==> config.mk <==
export PLATFORM = sky130hd
export DESIGN_NAME = aes_spi_master_flat
export DESIGN_NICKNAME = d
export VERILOG_FILES = /design/src/rtl/aes_spi_master_if.sv /design/src/rtl/aes_spi_master.sv /design/src/flat_wrapper.sv
export SDC_FILE = /design/constraint.sdc
export NUM_CORES = 1
export LEC_CHECK = 0
export ABC_CLOCK_PERIOD_IN_PS = 2400
export CAP_MARGIN = 20
export CORE_MARGIN = 8
export CORE_UTILIZATION = 25
export CTS_CLUSTER_SIZE = 16
export DETAILED_ROUTE_END_ITERATION = 10
export DONT_BUFFER_PORTS = 1
export MAX_ROUTING_LAYER = met4
export SYNTH_ARGS = -nofsm -noshare
export SYNTH_HDL_FRONTEND = slang
export SYNTH_SLANG_ARGS = --single-unit
==> constraint.sdc <==
create_clock -name clk -period 2.4 [get_ports clk]
set_input_delay 0.48 -clock clk [delete_from_list [all_inputs] [get_ports clk]]
set_output_delay 0.48 -clock clk [all_outputs]
set_load 0.01 [all_outputs]
==> src/rtl/aes_spi_master_if.sv <==
// Bus between the AES SPI master and its environment: transaction request,
// key/text/result blocks and the serial link to the AES slaves.
// With AES_SPI_MASTER_CHECK_EN defined, the bus also carries expected_in
// and match for the on-chip result comparison.
interface aes_spi_master_if;
  logic         start;
  logic         mode;
  logic [255:0] key_in;
  logic [127:0] text_in;
  logic         mosi;
  logic         miso;
  logic         cs_enc_n;
  logic         cs_dec_n;
  logic         busy;
  logic         done;
  logic [127:0] result_out;
`ifdef AES_SPI_MASTER_CHECK_EN
  logic [127:0] expected_in;
  logic         match;
`endif

  modport master (
`ifdef AES_SPI_MASTER_CHECK_EN
    input  expected_in,
    output match,
`endif
    input  start, mode, key_in, text_in, miso,
    output mosi, cs_enc_n, cs_dec_n, busy, done, result_out
  );

  modport slave (
`ifdef AES_SPI_MASTER_CHECK_EN
    output expected_in,
    input  match,
`endif
    output start, mode, key_in, text_in, miso,
    input  mosi, cs_enc_n, cs_dec_n, busy, done, result_out
  );
endinterface

==> src/rtl/aes_spi_master.sv <==
// SPI master that streams a key and a text block to an AES slave, waits a
// fixed number of idle cycles, then reads a 128-bit result back.
// Optional feature macro: AES_SPI_MASTER_CHECK_EN (compares the received block
// against expected_in and reports it on match).
//
// state     | meaning
// ----------+-----------------------------------------------------------
// IDLE      | waiting for start; captures key/text/mode on acceptance
// SEND_KEY  | shifting out 32*NK key bits, MSB first
// SEND_TEXT | shifting out 128 text bits, MSB first
// WAIT      | mosi low for WAIT_CYCLES cycles while the slave computes
// RECV      | sampling 128 miso bits into the result shift register
// DONE      | one-cycle done pulse, chip select released
module aes_spi_master #(
  parameter int NK          = 4,
  parameter int WAIT_CYCLES = 56
) (
  input logic             clk,
  input logic             reset,
  aes_spi_master_if.master bus
);

  localparam int KW = 32 * NK;

  typedef enum logic [2:0] {
    IDLE, SEND_KEY, SEND_TEXT, WAIT, RECV, DONE
  } state_t;

  state_t       state, state_nxt;
  logic [8:0]   bit_cnt;
  logic [7:0]   wait_cnt;
  logic [383:0] tx_sreg;
  logic [383:0] tx_cat;
  logic [383:0] tx_load;
  logic [127:0] rx_sreg;
  logic [127:0] rx_next;
  logic [127:0] result_q;
  logic         mosi_q;
  logic         cs_enc_q;
  logic         cs_dec_q;
  logic         busy_q;
  logic         done_q;
`ifdef AES_SPI_MASTER_CHECK_EN
  logic [127:0] expected_q;
  logic         match_q;
`endif

  // Key (only its used top words) followed by the text, left-aligned so the
  // next bit to send is always at bit 383.
  assign tx_cat  = 384'({bus.key_in[255 -: KW], bus.text_in});
  assign tx_load = tx_cat << (256 - KW);
  assign rx_next = {rx_sreg[126:0], bus.miso};

  // Next-state decode; counters reaching zero end each phase.
  always_comb begin
    state_nxt = state;
    case (state)
      IDLE:      if (bus.start)      state_nxt = SEND_KEY;
      SEND_KEY:  if (bit_cnt == '0)  state_nxt = SEND_TEXT;
      SEND_TEXT: if (bit_cnt == '0)  state_nxt = WAIT;
      WAIT:      if (wait_cnt == '0) state_nxt = RECV;
      RECV:      if (bit_cnt == '0)  state_nxt = DONE;
      DONE:                          state_nxt = IDLE;
      default:                       state_nxt = IDLE;
    endcase
  end

  // State register plus registered busy/done derived from the next state.
  always_ff @(posedge clk) begin
    if (reset) begin
      state  <= IDLE;
      busy_q <= 1'b0;
      done_q <= 1'b0;
    end else begin
      state  <= state_nxt;
      busy_q <= (state_nxt == SEND_KEY) || (state_nxt == SEND_TEXT) ||
                (state_nxt == WAIT) || (state_nxt == RECV);
      done_q <= (state_nxt == DONE);
    end
  end

  // Datapath: shift registers, down-counters, mosi and chip selects.
  always_ff @(posedge clk) begin
    if (reset) begin
      bit_cnt    <= '0;
      wait_cnt   <= '0;
      tx_sreg    <= '0;
      rx_sreg    <= '0;
      result_q   <= '0;
      mosi_q     <= 1'b0;
      cs_enc_q   <= 1'b1;
      cs_dec_q   <= 1'b1;
`ifdef AES_SPI_MASTER_CHECK_EN
      expected_q <= '0;
      match_q    <= 1'b0;
`endif
    end else begin
      case (state)
        IDLE: begin
          if (bus.start) begin
            // mosi is registered, so the first key bit is presented now and
            // the shift register keeps the remaining bits.
            tx_sreg  <= tx_load << 1;
            mosi_q   <= tx_load[383];
            bit_cnt  <= 9'(KW - 1);
            cs_enc_q <= bus.mode;
            cs_dec_q <= ~bus.mode;
`ifdef AES_SPI_MASTER_CHECK_EN
            expected_q <= bus.expected_in;
`endif
          end
        end
        SEND_KEY: begin
          mosi_q  <= tx_sreg[383];
          tx_sreg <= tx_sreg << 1;
          bit_cnt <= (bit_cnt == '0) ? 9'd127 : bit_cnt - 9'd1;
        end
        SEND_TEXT: begin
          if (bit_cnt == '0) begin
            mosi_q   <= 1'b0;
            wait_cnt <= 8'(WAIT_CYCLES - 1);
          end else begin
            mosi_q  <= tx_sreg[383];
            tx_sreg <= tx_sreg << 1;
            bit_cnt <= bit_cnt - 9'd1;
          end
        end
        WAIT: begin
          mosi_q <= 1'b0;
          if (wait_cnt == '0) bit_cnt  <= 9'd127;
          else                wait_cnt <= wait_cnt - 8'd1;
        end
        RECV: begin
          rx_sreg <= rx_next;
          if (bit_cnt == '0) begin
            result_q <= rx_next;
            cs_enc_q <= 1'b1;
            cs_dec_q <= 1'b1;
`ifdef AES_SPI_MASTER_CHECK_EN
            match_q  <= (rx_next == expected_q);
`endif
          end else begin
            bit_cnt <= bit_cnt - 9'd1;
          end
        end
        default: ;
      endcase
    end
  end

  assign bus.mosi       = mosi_q;
  assign bus.cs_enc_n   = cs_enc_q;
  assign bus.cs_dec_n   = cs_dec_q;
  assign bus.busy       = busy_q;
  assign bus.done       = done_q;
  assign bus.result_out = result_q;
`ifdef AES_SPI_MASTER_CHECK_EN
  assign bus.match      = match_q;
`endif

endmodule

==> src/flat_wrapper.sv <==
// flat-port wrapper written by rule: the top's interface ports become plain ports
module aes_spi_master_flat 
#(
  parameter int NK          = 4,
  parameter int WAIT_CYCLES = 56
)
  (clk, reset, bus_start, bus_mode, bus_key_in, bus_text_in, bus_miso, bus_mosi, bus_cs_enc_n, bus_cs_dec_n, bus_busy, bus_done, bus_result_out);
  aes_spi_master_if bus_i ();
  input logic clk;
  input logic reset;
  input wire logic [$bits(bus_i.start)-1:0] bus_start;
  input wire logic [$bits(bus_i.mode)-1:0] bus_mode;
  input wire logic [$bits(bus_i.key_in)-1:0] bus_key_in;
  input wire logic [$bits(bus_i.text_in)-1:0] bus_text_in;
  input wire logic [$bits(bus_i.miso)-1:0] bus_miso;
  output wire logic [$bits(bus_i.mosi)-1:0] bus_mosi;
  output wire logic [$bits(bus_i.cs_enc_n)-1:0] bus_cs_enc_n;
  output wire logic [$bits(bus_i.cs_dec_n)-1:0] bus_cs_dec_n;
  output wire logic [$bits(bus_i.busy)-1:0] bus_busy;
  output wire logic [$bits(bus_i.done)-1:0] bus_done;
  output wire logic [$bits(bus_i.result_out)-1:0] bus_result_out;
  assign bus_i.start = bus_start;
  assign bus_i.mode = bus_mode;
  assign bus_i.key_in = bus_key_in;
  assign bus_i.text_in = bus_text_in;
  assign bus_i.miso = bus_miso;
  assign bus_mosi = bus_i.mosi;
  assign bus_cs_enc_n = bus_i.cs_enc_n;
  assign bus_cs_dec_n = bus_i.cs_dec_n;
  assign bus_busy = bus_i.busy;
  assign bus_done = bus_i.done;
  assign bus_result_out = bus_i.result_out;
  aes_spi_master #(.NK(NK), .WAIT_CYCLES(WAIT_CYCLES)) u_core (.clk(clk), .reset(reset), .bus(bus_i));
endmodule
==> qor.yml <==
gp_congestion: 0.7650
die_w_um: 329.2
status: "finished, violations left"
grt_use_met1: 0.1607
cp_slowest_cell: "a21oi_1"
use_met3: 0.04104
vdd_drop_max_uv: 402.7
cts_sinks: 535
synth.mux.area_fraction: 0.1171
route.detailed.drc: 0
ys_seq_area_frac: 0.4369
final_util: 0.2869
synth_edf_count: 0
slew_headroom: -0.3827
hold_class: "input port to register"
synth_top_family_by_area: "simple AND/OR/NAND/NOR gates"
final_antenna_net_count: 0
drt_iter0_markers: 1452
cts_root_buffer: "clkbuf_16"
critPathKind: "register to register"
insertion_delay_ns: 0.63
synth-compound-area-share: 0.1739
core_um2: 97840
worst-slew-pin-transition_ns: 2.074
num_rows: 115
synth_xor_area_frac: 0.002501
port_buffers: 0
clockBufferDepth: 3
finalSetupTns_ns: 0
grt_pass1_wl_um: 105300
syn_nets: 3407
regArea_um2: 10710
drt-vias-per-instance: 4.745
busiest_layer: "met2"
async_flop_share: 0
vias: 20007
grt.total_usage: 0.1223
synth_warnings: 0
layout.nets: 3260
ctsHtreeMaxLevel: 3
grt_pass1_vias: 18853
final_cell_mix: "dfxtp_1, a21oi_1, nand2_1"
cts-buffers-inserted: 66
grt_use_met2: 0.1777
n_fill_cell: 10490
avgSynthCellArea_um2: 8.131
start_util: 0.2506
rsz0062_at_grt: "no"
cts_tree: "built"
cp_cell_sequence: "inv_1 -> ha_1 -> nor4b_2 -> buf_4 -> a21oi_1 -> nor2_2 -> a311oi_2"
finClkSkew_ns: 0.02777
finalCriticalPeriod_ns: 2.254
multi_input_area_um2: 12540
setup_viol: 0
start_kind: "register"
fin_crit_sh: 0.9391
leakage_nw: 9.380
post_drt_wl_per_cell_um: 16.07
drive_gt1_frac: 0.1551
slowest_delay_ns: 0.57
worstPathArrival_ns: 2.73
final_common_cell: "dfxtp_1"
dp_cells: 4085
firstDrtPassIters: 5
antenna_found_initial: 21
instances_no_fill: 4216
final_max_slew_viol_count: 386
synth_seq_cells: 535
dieArea_um2: 108300
cp_max_fo: 8
grt_max_degree: 797
violations: "slew limit"
cap_violations: 0
synth_ff_type: "dfxtp_1"
die_h_um: 329.2
cp-end-kind: "register"
synth_simple_gate_area_frac: 0.2132
whs_ns: 0.1316
powerDensity_nw_per_um2: 795.0
crit_required_ns: 2.88
grt-ovfl-total: 0
dpl.hpwl_um: 43010
wl_um: 67730
clkSlewWorstSetupHoldPaths_ns: 0.06
ys_types: 63
io_pins: 522
synth_fa_ha_area_frac: 0.001531
synthCells: 3015
max_freq_ghz: 0.4437
hold_viol: 0
syn_to_final_growth_pct: 14.49
synthesis.area_um2: 24520
==> final timing paths <==
check,start,to,slack [ns],cells after the start
min,bus_key_in[255],u_core.bus.mosi,0.13,2
min reg2reg,u_core.rx_sreg[51],u_core.rx_sreg[52],0.46,2
max reg2reg,u_core.wait_cnt[0],u_core.bus.done,0.15,7
max,u_core.wait_cnt[0],u_core.bus.done,0.15,7
==> critical path, delay by kind of cell, from the launching register on <==
family / cells / cell delay [ns]
AO/OA/AOI/OAI: 2 / 0.88
flip-flops: 1 / 0.40
AND/OR/NAND/NOR: 2 / 0.33
adder cells (fa/ha/maj): 1 / 0.26
buffers and inverters: 2 / 0.24
==> kinds of logic after synthesis <==
group / after synthesis
compound gates: 822
xor+xnor: 7
fa+ha+maj: 3
buf+inv: 306
flops: 535
mux: 255
simple gates: 1087
==> final cells by class <==
class / instances / share of cell area
diodes: 14 / 0.001248
clock inverters: 22 / 0.008603
repair buffers: 80 / 0.03272
multi-input cells: 2174 / 0.4466
well taps: 1287 / 0.05737
flip-flops and latches: 535 / 0.3817
inverters: 11 / 0.001738
clock buffers: 93 / 0.07003
==> per-layer routing <==
| metal | routed length (um) | vias to the layer above |
|---|---|---|
| met2 | 28910 | 507 |
| li1 | - | 10046 |
| met4 | 1225 | 0 |
| met3 | 5926 | 85 |
| met5 | 0 | - |
| met1 | 31670 | 9369 |
==> cells in the mapped netlist (all sizes together) (3+ instances only) <==
cell	count	area, um2
xor2	3	26.28
a211oi	6	45.04
a31oi	5	31.28
nand2b	4	25.02
a21oi	520	2603
a311oi	7	67.56
nor4	5	46.29
clkbuf	212	795.8
and4	3	26.28
nor3	11	60.06
o32ai	3	26.28
nand2	519	1948
xnor2	4	35.03
dfxtp	535	10710
ha	3	37.54
or4	5	41.29
inv	11	41.29
a21o	3	22.52
o21ai	259	1296
nor2	11	43.80
nor2b	257	1608
nor4b	4	56.30
nand3	256	1281
buf	83	508.0
mux2	254	2860
==> report_power, final <==
group | leakage [nW] | switching, W | total (W) | internal (W)
Clock | 1.09 | 0.00407 | 0.0101 | 0.00606
Combinational | 3.93 | 0.00130 | 0.00254 | 0.00124
Sequential | 4.36 | 0.000253 | 0.00965 | 0.00940
==> stage by stage <==
| step | power, W | cell area, um2 | setup slack, ns |
|---|---|---|---|
| floorplan | 0.01184 | 24520 | 0.3451 |
| global placement | 0.01233 | 25790 | -0.07368 |
| detailed placement | 0.01238 | 25790 | -0.05786 |
| CTS | 0.02276 | 28030 | 0.05314 |
| global route | 0.02338 | 28070 | 0.003561 |
| finish | 0.02232 | 28070 | 0.1462 |
==> flip-flops by register name, summed over array words and instances (netlist names) <==
| name | cells |
|---|---|
| u_core.bit_cnt | 9 |
| u_core.bus.busy | 1 |
| u_core.bus.cs_dec_n | 1 |
| u_core.bus.cs_enc_n | 1 |
| u_core.bus.done | 1 |
| u_core.bus.mosi | 1 |
| u_core.bus.result_out | 128 |
| u_core.rx_sreg | 127 |
| u_core.state | 3 |
| u_core.tx_sreg | 255 |
| u_core.wait_cnt | 8 |
==> repair_timing <==
| action | 4_1_cts | 5_1_grt |
|---|---|---|
| hold buffers | 2 | 0 |
| pin swaps | 0 | 0 |
| setup buffers | 0 | 0 |
| endpoints found under the setup margin | 31 | 86 |
| hold endpoints to repair | 4 | 0 |
| gates cloned | 0 | 0 |
| gates resized for setup | 1 | 1 |
Power figures use the tool's default switching activity.
